File: config.mk
export PLATFORM = sky130hd
export DESIGN_NAME = hpdcache_core_rsp_buf
export DESIGN_NICKNAME = d
export VERILOG_FILES = /design/src/rtl/hpdcache_core_rsp_buf_pkg.sv /design/src/rtl/hpdcache_core_rsp_buf_fifo_ctrl.sv /design/src/rtl/hpdcache_core_rsp_buf.sv
export SDC_FILE = /design/constraint.sdc
export NUM_CORES = 1
export LEC_CHECK = 0
export ABC_AREA = 1
export BUFFER_PORTS_ARGS = -buffer_cell sky130_fd_sc_hd__buf_4
export CAP_MARGIN = 20
export CORE_AREA = 2 2 39 41
export DETAILED_ROUTE_END_ITERATION = 7
export DIE_AREA = 0 0 41 43
export GPL_TIMING_DRIVEN = 0
export SKIP_CTS_REPAIR_TIMING = 1
export SLEW_MARGIN = 5
export SYNTH_ARGS = -nofsm -noshare
export SYNTH_HDL_FRONTEND = slang
export SYNTH_HIERARCHICAL = 1
export SYNTH_SLANG_ARGS = --single-unit
File: constraint.sdc
create_clock -name clk_i -period 1.25 [get_ports clk_i]
set_input_delay 0.125 -clock clk_i [delete_from_list [all_inputs] [get_ports clk_i]]
set_output_delay 0.125 -clock clk_i [all_outputs]
set_load 0.01 [all_outputs]
File: src/rtl/hpdcache_core_rsp_buf_pkg.sv
// Shared types for the core response buffer slice: cache configuration
// record and the legal depth bound for the response FIFO.
package hpdcache_core_rsp_buf_pkg;

    typedef struct packed {
        logic [7:0] nRequesters;
        logic [7:0] rspBufDepth;
    } hpdcache_cfg_t;

    localparam int unsigned HPDCACHE_RSP_BUF_MAX_DEPTH = 16;

endpackage

File: src/rtl/hpdcache_core_rsp_buf_fifo_ctrl.sv
// FIFO bookkeeping: write/read pointers with non-power-of-two wrap and an
// occupancy counter. Storage lives in the instantiating module.
module hpdcache_fifo_ctrl
    import hpdcache_core_rsp_buf_pkg::*;
#(
    parameter int unsigned Depth    = 2,
    localparam int unsigned PtrWidth = (Depth > 1) ? $clog2(Depth) : 1,
    localparam int unsigned OccWidth = $clog2(Depth + 1)
) (
    input  logic                clk_i,
    input  logic                rst_ni,
    input  logic                store_i,
    input  logic                pop_i,
    output logic [PtrWidth-1:0] wptr_o,
    output logic [PtrWidth-1:0] rptr_o,
    output logic [OccWidth-1:0] occupancy_o,
    output logic                full_o,
    output logic                empty_o
);

    logic [PtrWidth-1:0] wptr_q, wptr_d;
    logic [PtrWidth-1:0] rptr_q, rptr_d;
    logic [OccWidth-1:0] occ_q, occ_d;

    always_comb begin
        wptr_d = wptr_q;
        rptr_d = rptr_q;
        occ_d  = occ_q;
        if (store_i) wptr_d = (wptr_q == PtrWidth'(Depth - 1)) ? '0 : wptr_q + 1'b1;
        if (pop_i)   rptr_d = (rptr_q == PtrWidth'(Depth - 1)) ? '0 : rptr_q + 1'b1;
        if (store_i && !pop_i)      occ_d = occ_q + 1'b1;
        else if (!store_i && pop_i) occ_d = occ_q - 1'b1;
    end

    always_ff @(posedge clk_i or negedge rst_ni) begin
        if (!rst_ni) begin
            wptr_q <= '0;
            rptr_q <= '0;
            occ_q  <= '0;
        end else begin
            wptr_q <= wptr_d;
            rptr_q <= rptr_d;
            occ_q  <= occ_d;
        end
    end

    assign wptr_o      = wptr_q;
    assign rptr_o      = rptr_q;
    assign occupancy_o = occ_q;
    assign full_o      = (occ_q == OccWidth'(Depth));
    assign empty_o     = (occ_q == '0);

    a_depth_legal: assert property (@(posedge clk_i)
        (Depth >= 1) && (Depth <= HPDCACHE_RSP_BUF_MAX_DEPTH));
    a_occ_bound: assert property (@(posedge clk_i) disable iff (!rst_ni)
        occ_q <= OccWidth'(Depth));
    a_no_overflow: assert property (@(posedge clk_i) disable iff (!rst_ni)
        !(store_i && !pop_i && full_o));
    a_no_underflow: assert property (@(posedge clk_i) disable iff (!rst_ni)
        !(pop_i && empty_o));

endmodule

File: src/rtl/hpdcache_core_rsp_buf.sv
// Per-requester response buffer between the bank crossbar and a requester,
// with optional fall-through when empty and occupancy reporting.
module hpdcache_core_rsp_buf
    import hpdcache_core_rsp_buf_pkg::*;
#(
    parameter hpdcache_cfg_t HPDcacheCfg    = '0,
    parameter type           hpdcache_rsp_t = logic,
    parameter int unsigned   Depth          = 2,
    parameter bit            FallThrough    = 1'b0,
    localparam int unsigned  OccWidth       = $clog2(Depth + 1)
) (
    input  logic                clk_i,
    input  logic                rst_ni,
    input  logic                rsp_valid_i,
    output logic                rsp_ready_o,
    input  hpdcache_rsp_t       rsp_i,
    output logic                core_rsp_valid_o,
    input  logic                core_rsp_ready_i,
    output hpdcache_rsp_t       core_rsp_o,
    output logic [OccWidth-1:0] occupancy_o,
    output logic                full_o,
    output logic                empty_o
);

    localparam int unsigned PtrWidth = (Depth > 1) ? $clog2(Depth) : 1;

    hpdcache_rsp_t       mem_q [Depth];
    logic [PtrWidth-1:0] wptr, rptr;
    logic                push, store, pop_stor;

    hpdcache_fifo_ctrl #(
        .Depth (Depth)
    ) i_fifo_ctrl (
        .clk_i       (clk_i),
        .rst_ni      (rst_ni),
        .store_i     (store),
        .pop_i       (pop_stor),
        .wptr_o      (wptr),
        .rptr_o      (rptr),
        .occupancy_o (occupancy_o),
        .full_o      (full_o),
        .empty_o     (empty_o)
    );

    assign rsp_ready_o = !full_o;
    assign push        = rsp_valid_i & rsp_ready_o;

    // In fall-through mode a response consumed while the buffer is empty
    // goes straight to the requester and never touches storage.
    always_comb begin
        core_rsp_valid_o = !empty_o;
        core_rsp_o       = mem_q[rptr];
        store            = push;
        pop_stor         = !empty_o & core_rsp_ready_i;
        if (FallThrough) begin
            core_rsp_valid_o = !empty_o | rsp_valid_i;
            core_rsp_o       = empty_o ? rsp_i : mem_q[rptr];
            store            = push & !(empty_o & core_rsp_ready_i);
        end
    end

    always_ff @(posedge clk_i) begin
        if (store) mem_q[wptr] <= rsp_i;
    end

endmodule

==> reports/qor.csv, run 1 <==
metric,value,unit
initial_core_util,0.227,
die_y,43,um
rsz0062_at_grt,true,
num-nets-final,68,
crit_type,reg2reg,
reg2reg_depth,11,
first_pass_iters,4,
grt-ovfl-total,0,
drc,0,
clock_latency,0.25,ns
vias_per_cell,3.97,
multi_input_area,145,sq um
seq_area_frac_synth,0.510,
cts_tree,yes,
cts_buffer_depth,2,
h-tree-depth,1,
drv_cap,0,
endpoint_kind,register,
final_core_util,0.382,
relSlewSlack,0.898,
cp.required,1.39,ns
top_level_ports,12,
cts.sinks,6,
clkTransAtPathRegs,0.05,ns
total_leakage_power,0.000281,uW
crit_arrival,1.46,ns
crit_fanout,3,
r2r_slack,-0.08,ns
hp-start,rsp_i,
wirelength,665,um
hp-class,in2reg,
die-area,0.00176,sq mm
r2r_start,i_fifo_ctrl/occupancy_o[1],
setup_tns,-0.0762,ns
synthDistinctLibCells,10,
grt_usage,0.0838,
routabilityCongestion,0.689,
fin_crit,1.33,ns
synth_seq_cells,6,
min_period_over_period,1.06,
layout_setup_ws,-0.0762,ns
coreArea,0.00138,sq mm
finalMaxSlewViolations,0,
avgSynthCellArea,7.85,sq um
max_slew.worst_pin.slew,0.152,ns
antenna_found_initial,0,
grt_max_degree,7,
final_cells,77,
p_total,1400,uW
critPathSlowestCell,dfrtp_1,
peakVddDrop,700,uV
reg2reg_to,i_fifo_ctrl/occupancy_o[1],
fmax,754,MHz
syn-num-nets,46,
place_inst,67,
crit_path_start_kind,register,
clockRootBuffer,clkbuf_4,
finalHoldViolCount,0,
final_common_cell,buf_4,
syn_inst,40,
dp_hpwl,480,um
grt_pass1_wl,966,um
worstHoldPathCells,1,
path_cells,inv_2 > nor2_4 > inv_2 > nand2_4 > inv_4 > ha_4 > inv_4 > nand2_2 > nand2_1 > nand3_1 > nand2_1,
syn_to_final_growth,68.5,%
final_cell_mix,"16 x buf_4, 10 x nand2_1, 6 x inv_1",
drive_gt1_frac,0.525,
setup_viol,1,
n_antenna_cell,0,
rows,14,
cts_buffers,3,
run_status,"complete, but fails checks",
violations,negative setup slack,
routedWlPerCell,8.64,um
post-place-ws,-0.169,ns
worstHoldEndpoint,mem_q[0],
power.density,2640,mW/mm^2
portBuffers,11,
slowest_delay,0.39,ns
dieWidth,41,um
drtAntennaViolNets,0,
grt_pass1_vias,279,
syn_area,314,sq um
drt-initial-drc-count,1,
ff_latch_area,161,sq um
finClkSkew,0.00286,ns
vias,306,
yosysWarnings,6,
fill_cells,152,
==> where the power goes <==
group	internal, uW	total [uW]	leakage [uW]	switching [uW]
logic	425	833	0.000201	407
registers	296	370	0.0000648	74.0
clock network	121	196	0.0000150	74.3
==> per-stage QoR <==
stage / hold WS [ns] / cell area [sq um]
after CTS: -0.343 / 469
final: 0.0623 / 529
after detailed placement: -0.0726 / 443
after global routing: 0.0494 / 529
after floorplan: -0.171 / 340
after global placement: -0.0735 / 443
==> flip-flops by register name, indices dropped and copies added, names as in the netlist <==
| register | flops |
|---|---|
| i_fifo_ctrl/occupancy_o | 2 |
| mem_q | 2 |
| i_fifo_ctrl/rptr_o | 1 |
| i_fifo_ctrl/wptr_o | 1 |
==> synth_stat cells <==
cell	instances	share of area
inv_1	9	0.11
nand3_1	2	0.032
inv_2	2	0.024
nor2_1	5	0.060
edfxtp_1	2	0.19
ha_1	1	0.040
nand2_2	2	0.040
dfrtp_1	4	0.32
nand2_1	11	0.13
xor2_1	2	0.056
==> final cells by class <==
type,count,share of cell area
inverters,11,0.0875
well taps,16,0.0378
flip-flops and latches,6,0.305
repair buffers,17,0.246
multi-input cells,23,0.274
clock buffers,4,0.0496
==> worst max path at each step <==
stage / endpoint / depth (start not counted) / slack [ns] / startpoint
after floorplan: i_fifo_ctrl/occupancy_o[1] / 11 / -0.19 / i_fifo_ctrl/occupancy_o[1]
after global placement: i_fifo_ctrl/occupancy_o[1] / 9 / -0.18 / i_fifo_ctrl/occupancy_o[0]
after detailed placement: i_fifo_ctrl/occupancy_o[1] / 9 / -0.17 / i_fifo_ctrl/occupancy_o[0]
after CTS: i_fifo_ctrl/occupancy_o[1] / 9 / -0.19 / i_fifo_ctrl/occupancy_o[0]
after global routing: i_fifo_ctrl/occupancy_o[1] / 11 / -0.17 / i_fifo_ctrl/occupancy_o[1]
final: i_fifo_ctrl/occupancy_o[1] / 11 / -0.08 / i_fifo_ctrl/occupancy_o[1]
==> cell families (layout without fill, tap and decap cells) <==
family	count (synthesis)	count (layout)	synth area share
buf+inv	11	32	0.131
flops	6	6	0.510
fa+ha+maj	1	1	0.0398
xor+xnor	2	2	0.0558
simple gates	20	20	0.263
==> critical path, delay by kind of cell (launching register included) <==
family / cells / cell delay, ns
DFF: 1 / 0.39
and+or+nand+nor: 6 / 0.37
adders and majority gates: 1 / 0.26
buffers and inverters: 4 / 0.19
==> routing by layer <==
metal	track usage	up-vias	wire (um)
met1	0.0817	134	280
met2	0.122	12	314
met3	0.0209	2	55
met4	0.100	0	14
met5	0	-	0
li1	-	158	-
Note: power is estimated with default switching activity, not from simulation.
==> inputs of run 2 (changes only) <==
--- a/config.mk
+++ b/config.mk
@@ -5,7 +5,7 @@
 export SDC_FILE = /design/constraint.sdc
 export NUM_CORES = 1
 export LEC_CHECK = 0
-export ABC_AREA = 1
+export ABC_AREA = 0
 export BUFFER_PORTS_ARGS = -buffer_cell sky130_fd_sc_hd__buf_4
 export CAP_MARGIN = 20
 export CORE_AREA = 2 2 39 41
==> reports/qor.csv, run 2 <==
metric,value,unit
run_status,"complete, but fails checks",
violations,negative setup slack,
min_period_over_period,1.13,
peakVddDrop,846,uV
avgSynthCellArea,12.5,sq um
crit_type,reg2reg,
wirelength,603,um
drv_cap,0,
cp.required,1.37,ns
crit_arrival,1.53,ns
drc,0,
drt-initial-drc-count,4,
hp-start,rsp_i,
final_common_cell,buf_4,
first_pass_iters,4,
fmax,707,MHz
routabilityCongestion,0.625,
max_slew.worst_pin.slew,0.165,ns
grt_pass1_wl,897,um
layout_setup_ws,-0.165,ns
synth.mux.area_fraction,0.0522,
finClkSkew,0.00804,ns
r2r_slack,-0.16,ns
synth_top_family_by_area,simple AND/OR/NAND/NOR gates,
setup_tns,-0.430,ns
num-nets-final,48,
cts_tree,yes,
yosys_most_used_dff,dfrtp_1,
finalMaxSlewViolations,0,
dieWidth,41,um
r2r_start,i_fifo_ctrl/occupancy_o[0],
clock_latency,0.25,ns
worstHoldPathCells,1,
cts_buffers,3,
endpoint_kind,register,
yosysWarnings,6,
crit_family,simple AND/OR/NAND/NOR gates,
ff_latch_area,161,sq um
rows,14,
n_antenna_cell,0,
yosys.area_share.simple,0.157,
clockRootBuffer,clkbuf_4,
coreArea,0.00138,sq mm
portBuffers,11,
async_flop_share,0.667,
clkTransAtPathRegs,0.05,ns
drtAntennaViolNets,0,
vias_per_cell,3.95,
synth_commonest_cells,"4 x dfrtp_1, 4 x xor2_1, 3 x inv_1",
syn_inst,23,
p_total,1220,uW
cts_buffer_depth,2,
synth_xor_area_frac,0.152,
final_core_util,0.342,
total_leakage_power,0.000223,uW
top_level_ports,12,
antenna_found_initial,0,
syn-num-nets,29,
setup_viol,6,
path_cells,and2b_2 > nor2b_4 > ha_4 > xor2_1 > nor2_1 > xor2_1,
reg2reg_to,i_fifo_ctrl/occupancy_o[1],
synth_seq_cells,6,
synth_enable_flop_cells,2,
rsz0062_at_grt,true,
synth_fa_ha_area_frac,0.0435,
crit_top_cell,xor2_1,
yosysTopAreaCell,dfrtp_1,
final_cell_mix,"13 x buf_4, 4 x xor2_1, 3 x clkbuf_4, 3 x dfrtp_1",
reg2reg_depth,6,
seq_area_frac_synth,0.557,
path_buf_inv,0,
dp_hpwl,419,um
worstHoldEndpoint,mem_q[0],
initial_core_util,0.208,
grt_max_degree,6,
grt-ovfl-total,0,
finalHoldViolCount,0,
cp-startpoint,i_fifo_ctrl/occupancy_o[0],
vias,225,
relSlewSlack,0.890,
cts.sinks,6,
syn_to_final_growth,64.3,%
routedWlPerCell,10.6,um
synth.area.top_cells,"dfrtp_1 35%, edfxtp_1 21%, xor2_1 12%, mux2_4 5.2%, ha_1 4.3%",
slowest_delay,0.41,ns
drive_gt1_frac,0.610,
post-place-ws,-0.219,ns
syn_area,288,sq um
whs,0.0652,ns
crit_path_start_kind,register,
h-tree-depth,1,
multi_input_area,146,sq um
die_y,43,um
crit_fanout,5,
netlist.area_leader.share,0.348,
grt_usage,0.0849,
synthDistinctLibCells,12,
power.density,2580,mW/mm^2
critPathSlowestCell,dfrtp_2,
hp-class,in2reg,
grt_pass1_vias,230,
die-area,0.00176,sq mm
fin_crit,1.41,ns
fill_cells,146,
synth_compound_area_frac,0,
[run 2: cell types whose count changed after synthesis, sizes merged, moves of 2 or more]
cell / change
nor2b: +2
xor2: +2
nand3: -2
nor2: -3
inv: -8
nand2: -13
[run 2: logic make-up (layout without fill, tap and decap cells)]
family	after synthesis	in the layout
XOR/XNOR	5	5
adder cells (fa/ha/maj)	1	1
buffers and inverters	3	21
flip-flops	6	6
multiplexers	1	1
AND/OR/NAND/NOR	7	7
[run 2: power breakdown]
| group | switching (uW) | internal, uW |
|---|---|---|
| registers | 88.3 | 298 |
| clock network | 74.5 | 121 |
| logic | 270 | 367 |
| total | 432 | 787 |
[run 2: per-stage QoR]
step                instance area, sq um  instances
floorplan                            294         23
global placement                     397         50
detailed placement                   397         50
CTS                                  423         54
global route                         473         57
finish                               473         57
[run 2: worst max-delay path by stage]
stage | slack (ns) | cells after the start | to
after global placement | -0.21 | 6 | i_fifo_ctrl/occupancy_o[1]
after detailed placement | -0.22 | 5 | i_fifo_ctrl/occupancy_o[1]
after global routing | -0.25 | 6 | i_fifo_ctrl/occupancy_o[1]
after floorplan | -0.19 | 6 | i_fifo_ctrl/occupancy_o[1]
final | -0.16 | 6 | i_fifo_ctrl/occupancy_o[1]
after CTS | -0.24 | 5 | i_fifo_ctrl/occupancy_o[1]
[run 2: metal layers]
layer  routed length (um)  share of wire  global-route usage  vias up
li1                     -              -                   -      110
met1                  252           0.42              0.0987      101
met2                  291           0.48               0.100       14
met3                   60           0.10              0.0366        0
met4                    0              0               0.100        0
met5                    0              0                   0        -
[run 2: layout make-up]
class                           count  area share
Clock buffer                        4      0.0556
Tap cell                           16      0.0423
Timing Repair Buffer               14       0.228
Sequential cell                     6       0.341
Inverter                            3      0.0238
Multi-Input combinational cell     14       0.310
